==> config.mk <==
export PLATFORM = sky130hd
export DESIGN_NAME = fifo_stream_reader_flat
export DESIGN_NICKNAME = d
export VERILOG_FILES = /design/src/rtl/fifo_stream_reader_if.sv /design/src/rtl/fifo_stream_reader.sv /design/src/flat_wrapper.sv
export SDC_FILE = /design/constraint.sdc
export NUM_CORES = 1
export LEC_CHECK = 0
export ABC_AREA = 1
export CAP_MARGIN = 10
export CORE_ASPECT_RATIO = 2
export CORE_MARGIN = 10
export CORE_UTILIZATION = 35
export CTS_BUF_LIST = sky130_fd_sc_hd__clkbuf_4
export DETAILED_ROUTE_END_ITERATION = 6
export SETUP_SLACK_MARGIN = 0.3
export SYNTH_ARGS = -nofsm -noshare
export SYNTH_HDL_FRONTEND = slang
export SYNTH_SLANG_ARGS = --single-unit
==> constraint.sdc <==
create_clock -name clk -period 4.15 [get_ports clk]
set_input_delay 1.0375 -clock clk [delete_from_list [all_inputs] [get_ports clk]]
set_output_delay 1.0375 -clock clk [all_outputs]
set_load 0.01 [all_outputs]
==> src/rtl/fifo_stream_reader_if.sv <==
// FIFO read port plus valid/ready master stream used by fifo_stream_reader.
// master = the reader engine, slave = the FIFO/sink side that faces it.
interface fifo_stream_reader_if #(
    parameter int DW = 32
);
    logic          fifo_empty;
    logic [DW-1:0] fifo_dout;
    logic          fifo_rd_en;
    logic          m_valid;
    logic          m_ready;
    logic [DW-1:0] m_data;
    logic          m_last;

    modport master (
        input  fifo_empty, fifo_dout, m_ready,
        output fifo_rd_en, m_valid, m_data, m_last
    );

    modport slave (
        output fifo_empty, fifo_dout, m_ready,
        input  fifo_rd_en, m_valid, m_data, m_last
    );
endinterface

==> src/rtl/fifo_stream_reader.sv <==
// Burst read engine: pops words from a sync FIFO (1-cycle read latency) into a 2-entry
// output buffer that drives a valid/ready stream. Optional macro FIFO_RD_STATS_EN adds words_total.
module fifo_stream_reader #(
    parameter int DW   = 32,
    parameter int LENW = 8
) (
    input  logic                 clk,
    input  logic                 srst,
    input  logic                 start,
    input  logic                 abort,
    input  logic [LENW-1:0]      burst_len,
    output logic                 busy,
    output logic                 done,
`ifdef FIFO_RD_STATS_EN
    output logic [31:0]          words_total,
`endif
    fifo_stream_reader_if.master bus
);

    typedef enum logic [1:0] {
        IDLE  = 2'd0,
        RUN   = 2'd1,
        FLUSH = 2'd2,
        DONE  = 2'd3
    } state_t;

    localparam logic [LENW:0] ONE      = {{LENW{1'b0}}, 1'b1};
    localparam logic [LENW:0] MAX_BURST = {1'b1, {LENW{1'b0}}};

    state_t        state;
    state_t        state_nxt;
    logic [LENW:0] len;
    logic [LENW:0] issue_cnt;
    logic [LENW:0] out_cnt;
    logic [1:0]    buf_cnt;
    logic          inflight;
    logic [DW-1:0] head_data;
    logic [DW-1:0] tail_data;
    logic          hs;
    logic          rd_en;

    assign hs           = bus.m_valid & bus.m_ready;
    assign bus.m_valid  = (buf_cnt != 2'd0);
    assign bus.m_data   = head_data;
    assign bus.m_last   = bus.m_valid & (out_cnt == (len - ONE));
    assign bus.fifo_rd_en = rd_en;

    always_ff @(posedge clk or negedge srst) begin
        if (!srst) begin
            state <= IDLE;
        end else begin
            state <= state_nxt;
        end
    end

    // Credits count words already in the buffer plus the one in flight, so a beat
    // handed off this cycle only frees its slot on the following cycle.
    always_comb begin
        state_nxt = state;
        busy      = (state != IDLE);
        done      = (state == DONE);
        rd_en     = (state == RUN) & ~bus.fifo_empty & (issue_cnt < len) &
                    (({1'b0, buf_cnt} + {2'b00, inflight}) < 3'd2);
        case (state)
            IDLE:    if (start) state_nxt = RUN;
            RUN:     if (issue_cnt == len) state_nxt = FLUSH;
            FLUSH:   if (hs && bus.m_last) state_nxt = DONE;
            DONE:    state_nxt = IDLE;
            default: state_nxt = IDLE;
        endcase
        if (abort) begin
            state_nxt = IDLE;
        end
    end

    always_ff @(posedge clk or negedge srst) begin
        if (!srst) begin
            len       <= '0;
            issue_cnt <= '0;
            out_cnt   <= '0;
            buf_cnt   <= 2'd0;
            inflight  <= 1'b0;
            head_data <= '0;
            tail_data <= '0;
        end else if (abort) begin
            issue_cnt <= '0;
            out_cnt   <= '0;
            buf_cnt   <= 2'd0;
            inflight  <= 1'b0;
        end else begin
            inflight <= rd_en;
            if (state == IDLE && start) begin
                len       <= (burst_len == '0) ? MAX_BURST : {1'b0, burst_len};
                issue_cnt <= '0;
                out_cnt   <= '0;
            end else begin
                if (rd_en) issue_cnt <= issue_cnt + ONE;
                if (hs)    out_cnt   <= out_cnt + ONE;
            end
            // Read data lands one cycle after the pop; capture and drain may coincide.
            case ({inflight, hs})
                2'b10: begin
                    if (buf_cnt == 2'd0) begin
                        head_data <= bus.fifo_dout;
                        buf_cnt   <= 2'd1;
                    end else begin
                        tail_data <= bus.fifo_dout;
                        buf_cnt   <= 2'd2;
                    end
                end
                2'b01: begin
                    head_data <= tail_data;
                    buf_cnt   <= buf_cnt - 2'd1;
                end
                2'b11: begin
                    if (buf_cnt == 2'd1) begin
                        head_data <= bus.fifo_dout;
                    end else begin
                        head_data <= tail_data;
                        tail_data <= bus.fifo_dout;
                    end
                end
                default: ;
            endcase
        end
    end

`ifdef FIFO_RD_STATS_EN
    always_ff @(posedge clk or negedge srst) begin
        if (!srst) begin
            words_total <= '0;
        end else if (hs) begin
            words_total <= words_total + 32'd1;
        end
    end
`endif

endmodule

==> src/flat_wrapper.sv <==
// flat-port wrapper written by rule: the top's interface ports become plain ports
module fifo_stream_reader_flat 
#(
    parameter int DW   = 32,
    parameter int LENW = 8
)
  (clk, srst, start, abort, burst_len, busy, done, bus_fifo_empty, bus_fifo_dout, bus_m_ready, bus_fifo_rd_en, bus_m_valid, bus_m_data, bus_m_last);
  fifo_stream_reader_if #(.DW(DW)) bus_i ();
  input  logic clk;
  input  logic srst;
  input  logic start;
  input  logic abort;
  input  logic [LENW-1:0] burst_len;
  output logic busy;
  output logic done;
  input wire logic [$bits(bus_i.fifo_empty)-1:0] bus_fifo_empty;
  input wire logic [$bits(bus_i.fifo_dout)-1:0] bus_fifo_dout;
  input wire logic [$bits(bus_i.m_ready)-1:0] bus_m_ready;
  output wire logic [$bits(bus_i.fifo_rd_en)-1:0] bus_fifo_rd_en;
  output wire logic [$bits(bus_i.m_valid)-1:0] bus_m_valid;
  output wire logic [$bits(bus_i.m_data)-1:0] bus_m_data;
  output wire logic [$bits(bus_i.m_last)-1:0] bus_m_last;
  assign bus_i.fifo_empty = bus_fifo_empty;
  assign bus_i.fifo_dout = bus_fifo_dout;
  assign bus_i.m_ready = bus_m_ready;
  assign bus_fifo_rd_en = bus_i.fifo_rd_en;
  assign bus_m_valid = bus_i.m_valid;
  assign bus_m_data = bus_i.m_data;
  assign bus_m_last = bus_i.m_last;
  fifo_stream_reader #(.DW(DW), .LENW(LENW)) u_core (.clk(clk), .srst(srst), .start(start), .abort(abort), .burst_len(burst_len), .busy(busy), .done(done), .bus(bus_i));
endmodule
# == Yosys cells after proc, flatten, opt, wreduce, memory -nomap -nowiden ==
# Index checks and enable logic that the tools add are counted.
# word_totals
out_inout_bits,37
reg_bits,96
# classes
n_reduce_logical,16
n_lt_le_gt_ge,2
n_bitwise,7
n_addsub,5
eq_ne,15
muxes,22
# ops
operator,count
32-bit 2-to-1 mux,4
32-bit case mux with 3 select lines,1
32-bit case mux with 2 select lines,1
9-bit 2-to-1 mux,7
9-bit by 1-bit adder with 9-bit output (second input constant),2
9-bit equality test,2
2-bit 2-to-1 mux,6
3-bit nonzero test,4
9-bit less-than comparator,1
9-bit by 1-bit subtractor with 9-bit output (second input constant),1
2-bit equality test (second input constant),4
8-bit zero test,1
2-bit case mux with 4 select lines,1
2-bit by 1-bit equality test with 1-bit output (second input constant),3
3-bit != test (second input constant),2
3-bit AND reduction,2
2-bit nonzero test,3
1-bit bitwise AND,5
2-bit zero test,2
2-bit != test (second input constant),2
2-bit case mux with 2 select lines,1
4-bit AND reduction,1
2-bit by 1-bit adder with 3-bit output,1
3-bit by 2-bit less-than comparator with 1-bit output (second input constant),1
7 further kinds,9

# == Longest topological paths before layout ==
# Gate-level depths: netlist (run 1).
# logic_depth
depth_word,7
mapped_depth,15
mapped_depth_nobuf,15

# == Least setup slack after synthesis (run 1) ==
# OpenSTA, ideal clock, no wires.
# synth_timing
kind,in2out
start,in bus_fifo_empty
end,out bus_fifo_rd_en
slack_ns,1.450
t_arrival_ns,1.663
path_stages,5
t_required_ns,3.113
n_path_buf,0
cell_sequence,nor2_1 nand3_1 a221oi_1 nand2_2 inv_1
# synth_via
elab_chain_len,4
# synth_rtl
item,line_no,source
start: declaration,flat_wrapper.sv:16,input wire logic [$bits(bus_i.fifo_empty)-1:0] bus_fifo_empty;
1-bit NOT,fifo_stream_reader.sv:62,rd_en = (state == RUN) & ~bus.fifo_empty & (issue_cnt < len) &
1-bit bitwise AND (3 in a row),fifo_stream_reader.sv:62,
end: declaration,flat_wrapper.sv:19,output wire logic [$bits(bus_i.fifo_rd_en)-1:0] bus_fifo_rd_en;
# Every way passes these cells.

# == Worst setup path after layout (run 1) ==
# Same ends and word-level chain as after synthesis.

==> impl_metrics.tcl, run 1 <==
set metrics [dict create \
    status "finished clean" \
    endpoint_kind "output port" \
    cts_buffer_depth 2 \
    fin_skew_ns 0.0197 \
    cp_cell_sequence "clkdlybuf4s50_1, nor2_1, nand3_1, a221oi_1, nand2_2, inv_1, clkdlybuf4s50_1" \
    holdWs_ns 0.485 \
    yosysWarningCount 0 \
    wl_met2_um 7890 \
    routed-via-count 4209 \
    synthCells 567 \
    yosysSeqAreaShare 0.470 \
    path_clk_slew_ns 0.16 \
    gp_congestion 0.858 \
    tns_ns 0 \
    grt_pass1_vias 4404 \
    top_layer "met4" \
    syn_avg_cell_area_um2 9.01 \
    cp_data_arrival_time_ns 2.65 \
    drive_gt1_frac 0.122 \
    drc 0 \
    crit_buf_inv 3 \
    peakVddDrop_mv 0.266 \
    p_total_mw 3.61 \
    hold_path.class "in2async" \
    area_growth_pct 22.2 \
    clk_latency_ns 0.46 \
    yosysMostFrequentCell "nand2_1" \
    crit_top_cell "clkdlybuf4s50_1" \
    critical_path_class "in2out" \
    dieHeight_um 191 \
    rsz0062_at_grt "false" \
    cellPowerDensity_nw_per_um2 579 \
    wl_met3_um 610 \
    grt_use_total 0.139 \
    grt_max_degree 65 \
    finalCritPeriodShare 0.889 \
    worstReg2RegStart "u_core.buf_cnt[0]" \
    cts_tree "built" \
    drv_slew 0 \
    cap_viol_max_count 0 \
    yosys.cell_types.count 37 \
    fin_crit_ns 3.69 \
    fmax_mhz 271 \
    cp-startpoint "bus_fifo_empty" \
    cts_inserted_buffers 9 \
    cp_slowest_stage_delay_ns 0.53 \
    wl_met1_um 5240 \
    via_per_inst 5.00 \
    cpMaxStageDelayCell "clkdlybuf4s50_1" \
    p_leak_nw 2.87 \
    syn_nets 632 \
    ant_nets 0 \
    design.core.area_um2 14400 \
    port_buffers 82 \
    nets 709 \
    chipWidth_um 105 \
    wire_per_inst_um 16.5 \
    finalSetupViolations 0 \
    yosysTopAreaCell "dfrtp_1" \
    synthTopCellsByCount "nand2_1 (105), dfrtp_1 (96), nor2_1 (73), nand3_1 (57), inv_1 (44)" \
    drtPass1Iterations 4 \
    antenna_found_initial 1 \
    path_max_fanout 7 \
    drt_iter0_drc 186 \
    cts.sinks 96 \
    hold_viol 0 \
    synth.top_cells.by_area "dfrtp_1 (47%), mux2_4 (8.8%), nand2_1 (7.7%)" \
    synth-edff-count 0 \
    synth.top_cell.area_share 0.470 \
    syn_area_um2 5110 \
    start_kind "primary input" \
    start_util 0.356 \
    hpwl_um 10300 \
    cts-root-buf "clkbuf_4" \
    gr-total-overflow 0 \
    ys_seq_elements 96 \
    htreeDepth 3 \
    holdBufCountCts 0 \
    cp_top_family "buffers and inverters" \
    rows 62 \
    synth_flop_cell "dfrtp_1" \
    slew_headroom 0.563 \
    die_area_um2 20100 \
    synthArstFlopShare 1.00 \
    grt_pass1_wl_um 22500 \
    wirelength_um 13900 \
    crit_required_ns 3.11 \
    ios 83 \
    worst_pin_slew_ns 0.654 \
    final_util 0.435 \
]
where the power goes:
part | internal (mW) | switching, mW | total [mW] | leakage (nW)
Sequential | 1.30 | 0.271 | 1.57 | 1.18
Combinational | 0.803 | 0.764 | 1.57 | 1.63
Clock | 0.129 | 0.349 | 0.478 | 0.0605
Total | 2.23 | 1.38 | 3.61 | 2.87
timing repair:
item	4_1_cts	5_1_grt
endpoints found under the setup margin	0	1
gates resized for setup	0	2
setup buffers	0	0
cells by family (layout without fill, tap and decap cells):
kind of cell / Yosys count / after routing / share of synthesized area
DFF: 96 / 96 / 0.470
other: 0 / 1 / 0
and+or+nand+nor: 263 / 263 / 0.227
muxes: 32 / 32 / 0.0926
buffers and inverters: 76 / 158 / 0.0651
adders and majority gates: 19 / 19 / 0.0465
xor gates and xnor gates: 7 / 7 / 0.0120
AOI/OAI and AO/OA: 74 / 74 / 0.0864
sequential cells by signal, summed over array words and instances, names as in the netlist:
register and flops:
u_core.out_cnt 9, u_core.buf_cnt 2, u_core.inflight 1, u_core.state 2, u_core.len 9, u_core.issue_cnt 9, u_core.tail_data 32, u_core.bus.m_data 32
final cells by class:
type	instances	area [um^2]
Fill cell	1413	8110
Timing Repair Buffer	90	893
Tap cell	192	240
Sequential cell	96	2400
Clock buffer	9	67.6
Multi-Input combinational cell	395	2380
Antenna cell	1	2.50
Clock inverter	7	56.3
Inverter	52	195
metal layers:
| metal | vias to the layer above | global-route usage |
|---|---|---|
| li1 | 2047 | - |
| met1 | 2040 | 0.141 |
| met2 | 108 | 0.270 |
| met3 | 14 | 0.0342 |
| met4 | 0 | 0.0398 |
| met5 | - | 0 |
worst paths after layout:
check	to	slack, ns	cells past startpoint
max in group asynchronous	u_core.bus.m_data[0]	2.84	2
worst min-delay path	u_core.issue_cnt[5]	0.49	1
worst min register to register	u_core.tail_data[25]	0.53	1
min in group clk	u_core.tail_data[25]	0.53	1
worst max-delay path	bus_fifo_rd_en	0.46	7
worst max register to register	u_core.bus.m_data[25]	1.93	7
layout by cell type (no fill, tap or decap), types with 9 or more instances in the layout:
cell type          n
o21ai_1           10
clkdlybuf4s50_1   80
mux2_4            30
nand2_1          105
nor3_1             9
dfrtp_1           96
nand3_1           57
nor2_1            73
a21oi_1           16
ha_1              18
a31oi_1           33
inv_1             44
clkbuf_4           9
per-stage QoR:
| stage | setup slack [ns] | cell area (um^2) | instances |
|---|---|---|---|
| after detailed placement | 0.453 | 6110 | 825 |
| after floorplan | 1.45 | 5110 | 567 |
| after global routing | 0.303 | 6240 | 842 |
| after global placement | 0.476 | 6110 | 825 |
| after CTS | 0.331 | 6230 | 841 |
| final | 0.462 | 6240 | 842 |
No activity file was read; power rests on OpenSTA's default activity.
==> inputs of run 2 (changes only) <==
==> constraint.sdc (replaced) <==
create_clock -name clk -period 3.4 [get_ports clk]
set_input_delay 0.85 -clock clk [delete_from_list [all_inputs] [get_ports clk]]
set_output_delay 0.85 -clock clk [all_outputs]
set_load 0.01 [all_outputs]
==> run 2 against run 1 <==
  * Utilization grew 1.1 points
  * First-iteration DRC count fell by 4.3%
  * Routed wire length is 2.5% higher
  * Clock skew decreased by 0.0094 ns
  * Die area unchanged
  * Via count increased by 2.1%
  * Combinational power up 31%
==> impl_metrics.tcl, run 2 (synthesized netlist as in run 1, its figures left out) <==
set metrics [dict create \
    status "finished clean" \
    crit_path_end "bus_m_last" \
    chipWidth_um 105 \
    cp_slowest_stage_delay_ns 0.42 \
    nets 723 \
    ios 83 \
    worst_pin_slew_ns 0.647 \
    htreeDepth 3 \
    peakVddDrop_mv 0.305 \
    cp_cell_sequence "inv_2, ha_4, inv_2, nand2_1, nand3_1, nor2_1, nand2_1, nor2_1, nand2_1, nor4_1, buf_2" \
    crit_top_cell "nand2_1" \
    drv_slew 0 \
    drc 0 \
    fin_skew_ns 0.0102 \
    rows 62 \
    routed-via-count 4299 \
    crit_required_ns 2.55 \
    drt_iter0_drc 178 \
    cp_data_arrival_time_ns 2.17 \
    fillerInstances 1412 \
    die_area_um2 20100 \
    endpoint_kind "output port" \
    fin_crit_ns 3.02 \
    crit_buf_inv 3 \
    hold_path.class "in2async" \
    place_area_um2 6130 \
    start_util 0.356 \
    slew_headroom 0.569 \
    p_leak_nw 2.95 \
    dp_cells 827 \
    finalCritPeriodShare 0.887 \
    dieHeight_um 191 \
    grt_use_total 0.144 \
    hold_viol 0 \
    drive_gt1_frac 0.154 \
    cts.sinks 96 \
    cts-root-buf "clkbuf_4" \
    design.core.area_um2 14400 \
    grt_pass1_vias 4554 \
    port_buffers 82 \
    finalSetupViolations 0 \
    path_clk_slew_ns 0.16 \
    via_per_inst 5.02 \
    gr-total-overflow 0 \
    cpMaxStageDelayCell "dfrtp_1" \
    grt_pass1_wl_um 23100 \
    drtPass1Iterations 6 \
    multi_input_area_um2 2400 \
    regArea_um2 2400 \
    path_max_fanout 4 \
    timing.rr.end "u_core.state[0]" \
    cts_buffer_depth 2 \
    cp-startpoint "u_core.len[0]" \
    wirelength_um 14300 \
    cap_viol_max_count 0 \
    start_kind "register" \
    cts_tree "built" \
    clk_latency_ns 0.45 \
    cellPowerDensity_nw_per_um2 729 \
    wire_per_inst_um 16.7 \
    ant_nets 0 \
    final_area_um2 6400 \
    holdBufCountCts 0 \
    gp_congestion 0.876 \
    final_cell_mix "nand2_1 (105), dfrtp_1 (94), clkdlybuf4s50_1 (79), nor2_1 (73), nand3_1 (57)" \
    cp_top_family "simple AND/OR/NAND/NOR gates" \
    antenna_found_initial 1 \
    final_common_cell "nand2_1" \
    cts_inserted_buffers 9 \
    path_depth 11 \
    critical_path_class "reg2out" \
    worstReg2RegStart "u_core.buf_cnt[0]" \
    finalNonFillerCells 856 \
    grt_max_degree 65 \
    r2r_slack_ns 1.23 \
    rsz0062_at_grt "true" \
    fmax_mhz 332 \
    tns_ns 0 \
    area_growth_pct 25.2 \
    r2r_cells 11 \
    hpwl_um 10400 \
]
run 2: cell types whose count changed in the layout (fill, tap and decap cells not counted), sizes merged:
cell,previous run,this run
buf,9,24
bufinv,0,2
clkinvlp,3,1
clkdlybuf4s50,80,79
clkinv,3,4
dlygate4sd2,0,1
dlymetal6s2s,1,0
inv,53,52
run 2: what timing repair did:
item,in CTS,in global routing
buffers inserted,2,10
pin swaps,0,6
setup endpoints to repair,2,2
gates resized for setup,5,13
run 2: final cells by class:
type | count | area share
Antenna cell | 1 | 0.000391
Sequential cell | 96 | 0.376
Clock buffer | 9 | 0.0106
Multi-Input combinational cell | 395 | 0.376
Tap cell | 192 | 0.0375
Clock inverter | 7 | 0.0149
Timing Repair Buffer | 104 | 0.155
Inverter | 52 | 0.0305
run 2: worst min-delay path by stage:
| stage | start | to | slack, ns | cells after the start |
|---|---|---|---|---|
| floorplan | u_core.out_cnt[7] | u_core.out_cnt[7] | 0.48 | 1 |
| global placement | u_core.tail_data[25] | u_core.tail_data[25] | 0.49 | 1 |
| detailed placement | u_core.tail_data[5] | u_core.tail_data[5] | 0.49 | 1 |
| CTS | srst | u_core.issue_cnt[3] | 0.37 | 1 |
| global route | srst | u_core.issue_cnt[3] | 0.37 | 1 |
| finish | srst | u_core.issue_cnt[3] | 0.38 | 1 |
run 2: per-stage QoR:
stage / total power, mW / setup WS (ns) / utilization / hold slack, ns
after floorplan: 3.00 / 0.941 / - / 0.479
after global placement: 3.80 / 0.182 / 0.427 / 0.488
after detailed placement: 3.88 / 0.152 / 0.427 / 0.493
after CTS: 4.61 / 0.109 / 0.439 / 0.368
after global routing: 5.01 / 0.214 / 0.446 / 0.375
final: 4.66 / 0.384 / 0.446 / 0.379
run 2: power by group:
| part | internal, mW | leakage [nW] | switching (mW) |
|---|---|---|---|
| registers | 1.59 | 1.18 | 0.321 |
| logic | 1.07 | 1.68 | 0.982 |
| clock network | 0.300 | 0.0863 | 0.407 |
run 2: routing by layer:
layer	track usage	part of all wire	vias to the layer above
met2	0.267	0.54	106
met4	0.0823	0.040	0
li1	-	-	2075
met5	0	0	-
met3	0.0342	0.040	24
met1	0.141	0.38	2094
==> RTL change 1: new RTL, settings of run 2 <==
`DW` is set to 32 in 3 places; all go to 64.
--- a/src/rtl/fifo_stream_reader_if.sv
+++ b/src/rtl/fifo_stream_reader_if.sv
@@ -2,5 +2,5 @@
 // master = the reader engine, slave = the FIFO/sink side that faces it.
 interface fifo_stream_reader_if #(
-    parameter int DW = 32
+    parameter int DW = 64
 );
     logic          fifo_empty;
--- a/src/rtl/fifo_stream_reader.sv
+++ b/src/rtl/fifo_stream_reader.sv
@@ -2,5 +2,5 @@
 // output buffer that drives a valid/ready stream. Optional macro FIFO_RD_STATS_EN adds words_total.
 module fifo_stream_reader #(
-    parameter int DW   = 32,
+    parameter int DW   = 64,
     parameter int LENW = 8
 ) (
--- a/src/flat_wrapper.sv
+++ b/src/flat_wrapper.sv
@@ -2,5 +2,5 @@
 module fifo_stream_reader_flat 
 #(
-    parameter int DW   = 32,
+    parameter int DW   = 64,
     parameter int LENW = 8
 )
Interface: changed (resized bus_fifo_dout and bus_m_data); port bits go from 83 to 147. No check against the original RTL was run, so the function may have changed too.
==> RTL change 1 against run 2 <==
Critical endpoint unchanged. Routed wire length rose by 56%. Setup slack improved by 0.056 ns. Via count rose by 45%. Sequential cell count rose by 64. Power rose by 73%. Synthesized area rose by 52%. Design area rose by 56%.
==> RTL change 1: results (changes against run 2) <==
DRT Wirelength=22300 um (+56%); Lkg Pwr=4.50 nW (+53%); Filler cells=2143 (+52%); placed cell count=1210 (+46%); status=completed; cts bufs inserted=17 (+8); multi-input logic portion of the cell area=0.347 (-0.0284); via-per-instance ratio=4.98 (-0.90%); post-CTS setup buffers=9 (+7); syn nets=916 (+45%); clkbuf count=19 (+10); synth unique cells=31 (-16%); bufs w/o clock=168 (+62%); Seq/Total Area, Yosys=0.514 (+0.0439); Signal inverters=49 (-5.8%); clock transition at the registers of the reported paths=0.13 ns (-0.03 ns); most area-consuming cells after synthesis=dfrtp_1 51%, mux2_4 7.7%, nand2_1 7.3%, nand3_1 6.0%, a31oi_1 5.5%; register area=4010 um2 (+67%); dpl ws=0.0837 ns (-0.0684 ns); clk sinks=160 (+67%); initial antenna violation count=3 (+2); post-CTS sizing=24 (+19); vias in the first global route=6633 (+46%); Clock buf/inv share=0.0265 (+0.00109); Detailed Place HPWL=15700 um (+52%); Pre-Repair DR Iteration Count=4 (-2); first-pass GRT wire length=36100 um (+56%); Routability Congestion=0.843 (-3.7%)
RTL change 1: through the flow:
step	power, mW	instance area (um2)	utilization
6_report	8.05	9960	0.451
5_1_grt	8.66	9960	0.451
4_1_cts	8.13	9920	0.450
3_5_place_dp	6.84	9570	0.434
3_3_place_gp	6.78	9570	0.434
2_1_floorplan	5.19	7790	-
RTL change 1: power breakdown:
part           internal, mW  switching (mW)  leakage (nW)
combinational          1.86            1.77          2.41
sequential             2.74           0.538          1.94
clock                 0.502           0.645         0.150
RTL change 1: worst paths after layout:
path,cells past startpoint,startpoint,end,slack (ns)
hold reg to reg,1,u_core.tail_data[10],u_core.tail_data[10],0.51
setup / recovery,9,u_core.len[2],bus_m_last,0.44
max in group asynchronous,2,srst,u_core.tail_data[21],2.24
setup reg to reg,9,u_core.buf_cnt[1],u_core.tail_data[57],1.14
hold / removal,1,srst,u_core.bus.m_data[45],0.23
min in group clk,1,u_core.tail_data[10],u_core.tail_data[10],0.51
RTL change 1: worst register-to-register path: stages, from the launching register on:
cell and delay [ns]:
dfrtp_1 0.38, inv_1 0.11, ha_1 0.23, inv_2 0.09
nand2_4 0.12, inv_2 0.07, a21oi_2 0.17, nand3_4 0.33
buf_12 0.33, mux2_4 0.33
RTL change 1: logic make-up after synthesis:
kind of cell / after synthesis / share of synthesized area
and+or+nand+nor: 365 / 0.199
muxes: 64 / 0.112
DFF: 160 / 0.514
buffers and inverters: 93 / 0.0516
xor gates and xnor gates: 8 / 0.00900
AOI/OAI and AO/OA: 110 / 0.0840
adders and majority gates: 19 / 0.0305
RTL change 1: layer usage:
layer,track usage,part of all wire
met5,0,0.00040
met4,0.0886,0.046
met3,0.0445,0.051
met2,0.276,0.52
met1,0.158,0.38
==> RTL change 2: new RTL, settings of run 2 <==
Made on the original files. Re-encode `state_t` (4 states) as one-hot, 4 bits wide.
--- a/src/rtl/fifo_stream_reader.sv
+++ b/src/rtl/fifo_stream_reader.sv
@@ -18,9 +18,9 @@
 );
 
-    typedef enum logic [1:0] {
-        IDLE  = 2'd0,
-        RUN   = 2'd1,
-        FLUSH = 2'd2,
-        DONE  = 2'd3
+    typedef enum logic [3:0] {
+        IDLE  = 4'b0001,
+        RUN   = 4'b0010,
+        FLUSH = 4'b0100,
+        DONE  = 4'b1000
     } state_t;
 
Behaviour: same outputs for any inputs over 4 cycles, from zero or initial values and one cycle with srst low; so few cycles prove little.
==> RTL change 2 against run 2 <==
Setup slack better by 0.044 ns. Design area down 0.66%. Cell count up 2.5%. Non-clock buffer count down 5. Synthesized area down 0.17%. Power down 16%. Sequential cell count up 2. Routed wire length down 2.1%. Critical path type unchanged. Largest cell class unchanged.
==> RTL change 2: results (changes against run 2) <==
Detailed Place HPWL=10500 um (+1.8%); vias in the first global route=4506 (-1.1%); synth unique cells=37 (unchanged); Seq/Total Area, Yosys=0.481 (+0.0109); clk_lat worst skew=0.45 ns (about the same); Worst R2R Setup Slack=1.21 ns (-0.02 ns); largest net degree at the start of global routing=65 (unchanged); fraction of layout cells with a size suffix above 1=0.139 (-0.0150); Worst Hold Class=in2async; worst r2r src=u_core.buf_cnt[1]; Row Count=62 (unchanged); Pre-Repair DR Iteration Count=5 (-1); WL/cell=15.9 um (-4.5%); H-Tree Level Count=3 (unchanged); gr usage total=0.139 (-0.00483); YS warnings=0 (unchanged); Crit path arrival time=2.12 ns (-0.05 ns); Vias=4396 (+2.3%); cts bufs inserted=9 (unchanged); Worst R2R End=u_core.bus.m_data[21]; Root Driver=clkbuf_4; 1st-iter DRT viols=127 (-29%); Clock Path Buffers=2 (unchanged); clock transition at the registers of the reported paths=0.18 ns (+0.02 ns); Fin Clk Skew=0.0191 ns (+0.00887 ns); crit path max fanout=4 (unchanged); Routability Congestion=0.855 (-2.4%); Lkg Pwr=2.93 nW (-0.48%); worst slew pin tran=0.619 ns (-0.0280 ns); FF-to-FF path depth=9 (-2); asr flop ratio synth=1.00 (unchanged); VDD IR max=293 uV (-3.8%); most area-consuming cells after synthesis=dfrtp_1 48%, nand2_1 8.8%, nand3_1 5.8%, nor2_1 5.1%, mux2_2 4.9%; initial antenna violation count=1 (unchanged); dpl ws=0.102 ns (-0.0503 ns); IO buf count=82 (unchanged); first-pass GRT wire length=22600 um (-2.3%); status=completed; syn nets=649 (+2.7%); commonest cells in the netlist=120 x nand2_1, 97 x dfrtp_1, 69 x nor2_1, 59 x nand3_1, 47 x inv_1; Nets=739 (+2.2%)
-- RTL change 2: changes by cell type after synthesis, sizes merged, moves of 3 or more --
cell   before  now
nand2     108  126
xnor2       1    4
nand3      60   63
nor4        6    2
ha         19   14
nor3        9    6
buf        18   15
o21ai      16   22
nand4       2    5
inv        51   54
-- RTL change 2: repair_timing --
item	CTS	global route
resized for setup	4	12
setup buffers	3	6
setup endpoints to repair	2	2
pin swaps	0	1
-- RTL change 2: worst max path at each step --
stage                 startpoint        endpoint  slack, ns
6_report       u_core.buf_cnt[0]      bus_m_last       0.43
5_1_grt            u_core.len[4]  bus_fifo_rd_en       0.29
4_1_cts            u_core.len[0]      bus_m_last       0.22
3_5_place_dp      bus_fifo_empty  bus_fifo_rd_en       0.10
3_3_place_gp      bus_fifo_empty  bus_fifo_rd_en       0.06
2_1_floorplan      u_core.len[0]      bus_m_last       0.96
-- RTL change 2: where the power goes --
group / leakage, nW / switching (mW) / internal, mW
clock network: 0.0703 / 0.436 / 0.165
registers: 1.25 / 0.203 / 1.45
logic: 1.61 / 0.898 / 0.779
total: 2.93 / 1.54 / 2.40
-- RTL change 2: final cells by class --
class / instances / area [um2]
antenna: 1 / 2.50
tap: 192 / 240
inverter: 54 / 205
timing repair buffer: 99 / 953
multi-input combinational: 417 / 2370
fill: 1430 / 8000
sequential: 98 / 2460
clock inverter: 7 / 61.3
clock buffer: 9 / 67.6
-- RTL change 2: cell families (layout without fill, tap and decap cells) --
| logic type | after synthesis | in the layout | synth area share |
|---|---|---|---|
| buf+inv | 74 | 169 | 0.0601 |
| compound gates | 77 | 77 | 0.0871 |
| flops | 98 | 98 | 0.481 |
| simple gates | 284 | 284 | 0.250 |
| mux | 32 | 32 | 0.0706 |
| other cells | 0 | 1 | 0 |
| xor+xnor | 10 | 10 | 0.0172 |
| fa+ha+maj | 14 | 14 | 0.0343 |
-- RTL change 2: critical path, cell delays in order, from the launching register on --
cell and delay, ns:
dfrtp_1 0.42, inv_1 0.08, ha_1 0.30, a21oi_2 0.16
nand3_1 0.09, nor2_1 0.10, nand3_1 0.13, nor4_2 0.22
clkbuf_2 0.17
-- RTL change 2: metrics by stage --
step | cells | cell area [um2] | hold slack, ns | power, mW
detailed placement | 851 | 6130 | 0.486 | 3.32
global placement | 851 | 6130 | 0.475 | 3.27
finish | 877 | 6360 | 0.352 | 3.93
floorplan | 589 | 5100 | 0.453 | 2.52
global route | 877 | 6360 | 0.338 | 4.23
CTS | 870 | 6280 | 0.352 | 3.95
-- RTL change 2: layer usage --
| layer | global-route usage | share of wire |
|---|---|---|
| met1 | 0.135 | 0.36 |
| met2 | 0.258 | 0.55 |
| met3 | 0.0366 | 0.043 |
| met4 | 0.0759 | 0.046 |
| met5 | 0 | 0 |
